==> src/rtl/serial_adder_ctrl_if.sv <==
// Handshake and operand/result bundle for the bit-serial adder/subtractor.
// The requester drives the master side; the adder core sits on the slave side.
interface serial_adder_ctrl_if #(
    parameter int unsigned WIDTH = 8
);
    logic             start;
    logic [WIDTH-1:0] A;
    logic [WIDTH-1:0] B;
    logic             Cin;
    logic             Sub;
    logic [WIDTH-1:0] S;
    logic             Cout;
    logic             V;
    logic             busy;
    logic             done;

    modport master (
        output start, A, B, Cin, Sub,
        input  S, Cout, V, busy, done
    );

    modport slave (
        input  start, A, B, Cin, Sub,
        output S, Cout, V, busy, done
    );
endinterface

==> src/rtl/serial_adder_ctrl.sv <==
// Bit-serial adder/subtractor: one full adder is reused LSB-first over WIDTH cycles,
// with the result, carry-out and signed overflow published only on completion.
module serial_adder_ctrl #(
    parameter int unsigned WIDTH = 8
) (
    input logic              clk,
    input logic              rst,
    serial_adder_ctrl_if.slave bus
);

    localparam int unsigned CntW = (WIDTH > 1) ? $clog2(WIDTH) : 1;
    localparam logic [CntW-1:0] LastBit = CntW'(WIDTH - 1);

    localparam logic [1:0] IDLE = 2'd0;
    localparam logic [1:0] RUN  = 2'd1;
    localparam logic [1:0] DONE = 2'd2;

    logic [1:0]       state_q, state_d;
    logic [WIDTH-1:0] ra_q, ra_d;
    logic [WIDTH-1:0] rb_q, rb_d;
    logic             carry_q, carry_d;
    logic [CntW-1:0]  cnt_q, cnt_d;
    logic [WIDTH-1:0] res_q, res_d;
    logic [WIDTH-1:0] s_q, s_d;
    logic             cout_q, cout_d;
    logic             v_q, v_d;

    logic a_bit, b_bit, sum_bit, carry_out;

    // Shared 1-bit full adder.
    always_comb begin
        a_bit     = ra_q[0];
        b_bit     = rb_q[0];
        sum_bit   = a_bit ^ b_bit ^ carry_q;
        carry_out = (a_bit & b_bit) | (carry_q & (a_bit ^ b_bit));
    end

    always_comb begin
        state_d = state_q;
        ra_d    = ra_q;
        rb_d    = rb_q;
        carry_d = carry_q;
        cnt_d   = cnt_q;
        res_d   = res_q;
        s_d     = s_q;
        cout_d  = cout_q;
        v_d     = v_q;

        case (state_q)
            IDLE: begin
                if (bus.start) begin
                    // Subtraction is A + ~B + 1, so Cin is overridden in that mode.
                    ra_d    = bus.A;
                    rb_d    = bus.Sub ? ~bus.B : bus.B;
                    carry_d = bus.Sub ? 1'b1 : bus.Cin;
                    cnt_d   = '0;
                    res_d   = '0;
                    state_d = RUN;
                end
            end
            RUN: begin
                ra_d    = {1'b0, ra_q[WIDTH-1:1]};
                rb_d    = {1'b0, rb_q[WIDTH-1:1]};
                res_d   = {sum_bit, res_q[WIDTH-1:1]};
                carry_d = carry_out;
                cnt_d   = cnt_q + CntW'(1);
                if (cnt_q == LastBit) begin
                    // carry_q here is the carry into the MSB; xor with its carry-out is V.
                    s_d     = {sum_bit, res_q[WIDTH-1:1]};
                    cout_d  = carry_out;
                    v_d     = carry_q ^ carry_out;
                    state_d = DONE;
                end
            end
            DONE: begin
                state_d = IDLE;
            end
            default: begin
                state_d = IDLE;
            end
        endcase
    end

    always_ff @(posedge clk or posedge rst) begin
        if (rst) begin
            state_q <= IDLE;
            ra_q    <= '0;
            rb_q    <= '0;
            carry_q <= 1'b0;
            cnt_q   <= '0;
            res_q   <= '0;
            s_q     <= '0;
            cout_q  <= 1'b0;
            v_q     <= 1'b0;
        end else begin
            state_q <= state_d;
            ra_q    <= ra_d;
            rb_q    <= rb_d;
            carry_q <= carry_d;
            cnt_q   <= cnt_d;
            res_q   <= res_d;
            s_q     <= s_d;
            cout_q  <= cout_d;
            v_q     <= v_d;
        end
    end

    assign bus.S    = s_q;
    assign bus.Cout = cout_q;
    assign bus.V    = v_q;
    assign bus.busy = (state_q == RUN);
    assign bus.done = (state_q == DONE);

    busy_done_exclusive : assert property (@(posedge clk) disable iff (rst)
        !(bus.busy && bus.done));

    done_single_cycle : assert property (@(posedge clk) disable iff (rst)
        bus.done |=> !bus.done);

endmodule

==> src/flat_wrapper.sv <==
// flat-port wrapper written by rule: the top's interface ports become plain ports
module serial_adder_ctrl_flat 
#(
    parameter int unsigned WIDTH = 8
)
  (clk, rst, bus_start, bus_A, bus_B, bus_Cin, bus_Sub, bus_S, bus_Cout, bus_V, bus_busy, bus_done);
  serial_adder_ctrl_if #(.WIDTH(WIDTH)) bus_i ();
  input logic clk;
  input logic rst;
  input wire logic [$bits(bus_i.start)-1:0] bus_start;
  input wire logic [$bits(bus_i.A)-1:0] bus_A;
  input wire logic [$bits(bus_i.B)-1:0] bus_B;
  input wire logic [$bits(bus_i.Cin)-1:0] bus_Cin;
  input wire logic [$bits(bus_i.Sub)-1:0] bus_Sub;
  output wire logic [$bits(bus_i.S)-1:0] bus_S;
  output wire logic [$bits(bus_i.Cout)-1:0] bus_Cout;
  output wire logic [$bits(bus_i.V)-1:0] bus_V;
  output wire logic [$bits(bus_i.busy)-1:0] bus_busy;
  output wire logic [$bits(bus_i.done)-1:0] bus_done;
  assign bus_i.start = bus_start;
  assign bus_i.A = bus_A;
  assign bus_i.B = bus_B;
  assign bus_i.Cin = bus_Cin;
  assign bus_i.Sub = bus_Sub;
  assign bus_S = bus_i.S;
  assign bus_Cout = bus_i.Cout;
  assign bus_V = bus_i.V;
  assign bus_busy = bus_i.busy;
  assign bus_done = bus_i.done;
  serial_adder_ctrl #(.WIDTH(WIDTH)) u_core (.clk(clk), .rst(rst), .bus(bus_i));
endmodule
==> config.mk <==
export PLATFORM = sky130hd
export DESIGN_NAME = serial_adder_ctrl_flat
export DESIGN_NICKNAME = d
export VERILOG_FILES = /design/src/rtl/serial_adder_ctrl_if.sv /design/src/rtl/serial_adder_ctrl.sv /design/src/flat_wrapper.sv
export SDC_FILE = /design/constraint.sdc
export NUM_CORES = 1
export LEC_CHECK = 0
export ABC_AREA = 1
export BUFFER_PORTS_ARGS = -buffer_cell sky130_fd_sc_hd__buf_2
export CAP_MARGIN = 20
export CORE_UTILIZATION = 49
export DETAILED_ROUTE_END_ITERATION = 12
export PLACE_DENSITY_LB_ADDON = 0.15
export SYNTH_ARGS = -nofsm -noshare
export SYNTH_HDL_FRONTEND = slang
export SYNTH_SLANG_ARGS = --single-unit
export TNS_END_PERCENT = 30
==> constraint.sdc <==
create_clock -name clk -period 1.26 [get_ports clk]
set_input_delay 0.126 -clock clk [delete_from_list [all_inputs] [get_ports clk]]
set_output_delay 0.126 -clock clk [all_outputs]
set_load 0.01 [all_outputs]
==> summary by stage <==
Run status
The run finished with clean final reports.

Yosys
The share of the synthesized area in the top cell type is 54.0%. Counting flops with an async set or reset pin after synthesis yields a share of 100%. sky130_fd_sc_hd__dfrtp_1 takes more of the synthesized area than any other cell. The top flip-flop cell by instance count after synthesis is sky130_fd_sc_hd__dfrtp_1. In this run, synthesis inferred 0 flip-flops with an integrated enable. Yosys printed 0 warnings.

Synthesis produced 210 cells. By count the netlist is led by 85 x sky130_fd_sc_hd__nand2_1, 39 x sky130_fd_sc_hd__dfrtp_1, 17 x sky130_fd_sc_hd__inv_1. The part of the Yosys area used for sequential elements is a little over half. Each instance of the synthesized netlist takes up on average 8.61 sq um. Synthesis inferred 39 register bits. Among all cell types in the netlist, the one instantiated most often is sky130_fd_sc_hd__nand2_1.

Counting every net in the synthesized netlist gives about 230. Summing every instance area after synthesis gives about 1800 sq um. The count of distinct cell types in the synthesized netlist is 22.

Sorting the synthesized cells by area gives the leading types as sky130_fd_sc_hd__dfrtp_1 54%, sky130_fd_sc_hd__nand2_1 18%, sky130_fd_sc_hd__o21ai_2 4.4%.

Critical path
At the worst endpoint, the required time is ~1100 ps. The number of buffers and inverters on the critical path is 2. STA classifies the critical path endpoint as an output pin. In this run the worst setup path begins at u_core.state_q[0]$_DFFE_PP0P_. The cell type of the slowest stage on the worst timing path is sky130_fd_sc_hd__dfrtp_2. The maximum fanout count along the critical path is 4. Walking the worst path, the cells encountered are buf_6, nor2_2, buf_2.

The worst setup path is of the reg -> out kind. The worst path arrival time is around 1100 ps. The critical path startpoint category is a register. Grouping stages by cell kind, the critical path spends the most delay in flip-flops. The largest incremental delay on the critical path is roughly 440 ps. The startpoint identified for the worst register-to-register timing path is u_core.cnt_q[0]$_DFFE_PP0P_.

STA
Setup violations remaining at the end of the flow were counted as 0. The setup slack of the critical path after layout is about 13 ps. Setup repair after global routing could not meet its margin everywhere.

Between clock sinks in the finished design, the worst skew comes to between 6 and 7 ps. Derived from the worst setup path, the maximum achievable clock frequency is between 0.8 and 0.9 GHz. The final count of hold timing violations is 0.

At the pin with the least slew margin, the transition time is 242 ps. The minimum clock period is approximately 1200 ps. The max-slew violation count is 0. The max-slew headroom at the worst pin is between 80% and 90%. The post-route setup TNS is 0 ps. The worst path uses a little over nine tenths of the clock period.

Floorplanning
The core region is 3440 sq um. The die outline area is a little under 4000 sq um. The floorplan has 21 rows.

The die width is ~63 um. The die extent in y is approximately 63 um. The total I/O pin count is 33. The initial core utilization is 52.5%.

Place
The area after detailed placement is about 2100 sq um. The final HPWL from detailed placement is 2090 um. The count of port buffers added during placement is 32. The worst slack after detailed placement is -10.3 ps. The routability congestion estimate is between 0.7 and 0.8. Counting tap cells, the placed design contains a total of 289 instances.

Cells and area
In the final layout, the share of cells above drive strength 1 is between 30% and 40%. The total area of sequential cells is about 980 sq um. The multi-input combinational cells in the finished layout cover a total of ~730 sq um.

After routing the design area is about 2400 sq um. Relative to the synthesized area, the layout overhead comes to 31.5%. The number of diodes is 0.

The filler cell count in the final layout is approximately 280. The number of nets in the final layout is approximately 290. Leaving out filler cells and counting taps, the final layout contains between 300 and 400.

Route
The detail route stage leaves a number of antenna-violating nets equal to 0. The total detailed-routing wirelength is 3490 um. The residual DRC count is 0. The routed layout has roughly 1.5k vias. The first detailed-routing pass took 4 iterations.

Dividing the detail-routed via count by the number of cells gives around 4.7. The wire length per cell is 11.2 um. The number of design-rule violations left by the first detailed-router iteration is 129.

Clock network
The cell sitting at the root of the clock tree is a sky130_fd_sc_hd__clkbuf_8. The later pin in the worst-skew pair is clocked with a latency of 290 ps. The longest clock path from root to sink contains 2 buffers. The clock slew at the register clock pins of the worst setup and hold paths is around 80 ps. The TritonCTS clock tree is yes.

The number of sinks on the clock net is 39. The number of buffers created by CTS is 5. The deepest level of the CTS H-tree is 2.

Power and ir drop
Dividing total power by cell area gives a power density of between 2000 and 2500 nW/um^2. In this run the static leakage power is 1.26 nW. VDD sags by at most 1.31 mV.

Min path
The startpoint identified for the worst hold timing path is bus_A[7]. The path class of the tightest hold or removal check is in -> reg.

Global route
The maximum number of pins on one net before global-route repair is 40. The first-pass GRT wire length is 6020 um. The global-route usage over all layers is 20.1%.

The overflow left after global routing is 0. The via count of the first global-routing pass is about 1.3k. The initial antenna violation count is 0.

Flow run
Across the run, the number of max-cap violations was 0.
-- layer usage --
layer | wire (um) | vias up | global-route usage (%)
met5 | 0 | - | 0
met2 | 1720 | 26 | 32.6
li1 | - | 761 | -
met1 | 1630 | 677 | 25.3
met4 | 19 | 0 | 6.10
met3 | 125 | 2 | 6.57
-- power by group --
part	switching, mW	internal, mW
logic	1.33	1.22
registers	0.280	1.78
clock network	0.441	0.589
total	2.06	3.59
-- kinds of logic after synthesis --
logic type               Yosys count  synth area share [%]
AND/OR/NAND/NOR                  118                  26.2
buffers and inverters             28                  7.82
adder cells (fa/ha/maj)            3                  2.49
AO/OA/AOI/OAI                     20                  8.51
flip-flops                        39                  54.0
XOR/XNOR                           2                 0.969
-- metrics by stage --
step / power, mW / hold slack (ps) / utilization [%]
after detailed placement: 4.11 / 191 / 60.1
after global placement: 4.07 / 196 / 60.1
after CTS: 5.47 / 20.9 / 67.8
after floorplan: 3.54 / 236 / -
after global routing: 6.09 / 42.9 / 69.1
final: 5.64 / 27.9 / 69.1
-- tightest hold or removal path, cell delays in order --
cell                      delay [ps]
sky130_fd_sc_hd__buf_2            70
sky130_fd_sc_hd__nand2_1          40
sky130_fd_sc_hd__nand2_1          40
-- sequential cells by signal, summed over array words and instances, names as in the netlist --
name             flops
u_core.bus.Cout      1
u_core.bus.S         8
u_core.bus.V         1
u_core.carry_q       1
u_core.cnt_q         3
u_core.ra_q          8
u_core.rb_q          8
u_core.res_q         7
u_core.state_q       2
-- worst paths after layout --
check | to | cells past startpoint | slack [ps]
max reg2reg | u_core.bus.S[0]$_DFFE_PP0P_ | 6 | 20
max | bus_done | 3 | 10
max in group asynchronous | u_core.state_q[0]$_DFFE_PP0P_ | 4 | 630
min reg2reg | u_core.ra_q[7]$_DFFE_PP0P_ | 2 | 480
min in group asynchronous | u_core.bus.S[5]$_DFFE_PP0P_ | 4 | 430
min | u_core.ra_q[7]$_DFFE_PP0P_ | 3 | 30
-- cell type report --
class,instances,area share [%]
timing repair buffer,55,17.4
multi-input combinational,143,30.9
tap,46,2.42
inverter,20,3.42
clock buffer,5,2.89
clock inverter,3,1.84
sequential,39,41.1
-- placed cells by master (no fill, tap or decap), drive strengths merged --
master,n
o22ai,7
inv,18
dlygate4sd3,1
nand3,15
a21oi,1
clkinv,4
bufinv,1
nand2,87
fa,1
buf,54
ha,2
nor2,16
clkbuf,5
xor2,1
o21ai,12
dfrtp,39
xnor2,1
-- repair_timing --
item                       CTS  global route
buffers inserted             9             4
hold buffers                 1             0
setup endpoints to repair   11            18
pin swaps                    4             4
resized for setup           11            10
gates cloned                 1             0
hold endpoints to repair    39             0
Note: power is estimated with default switching activity, not from simulation.
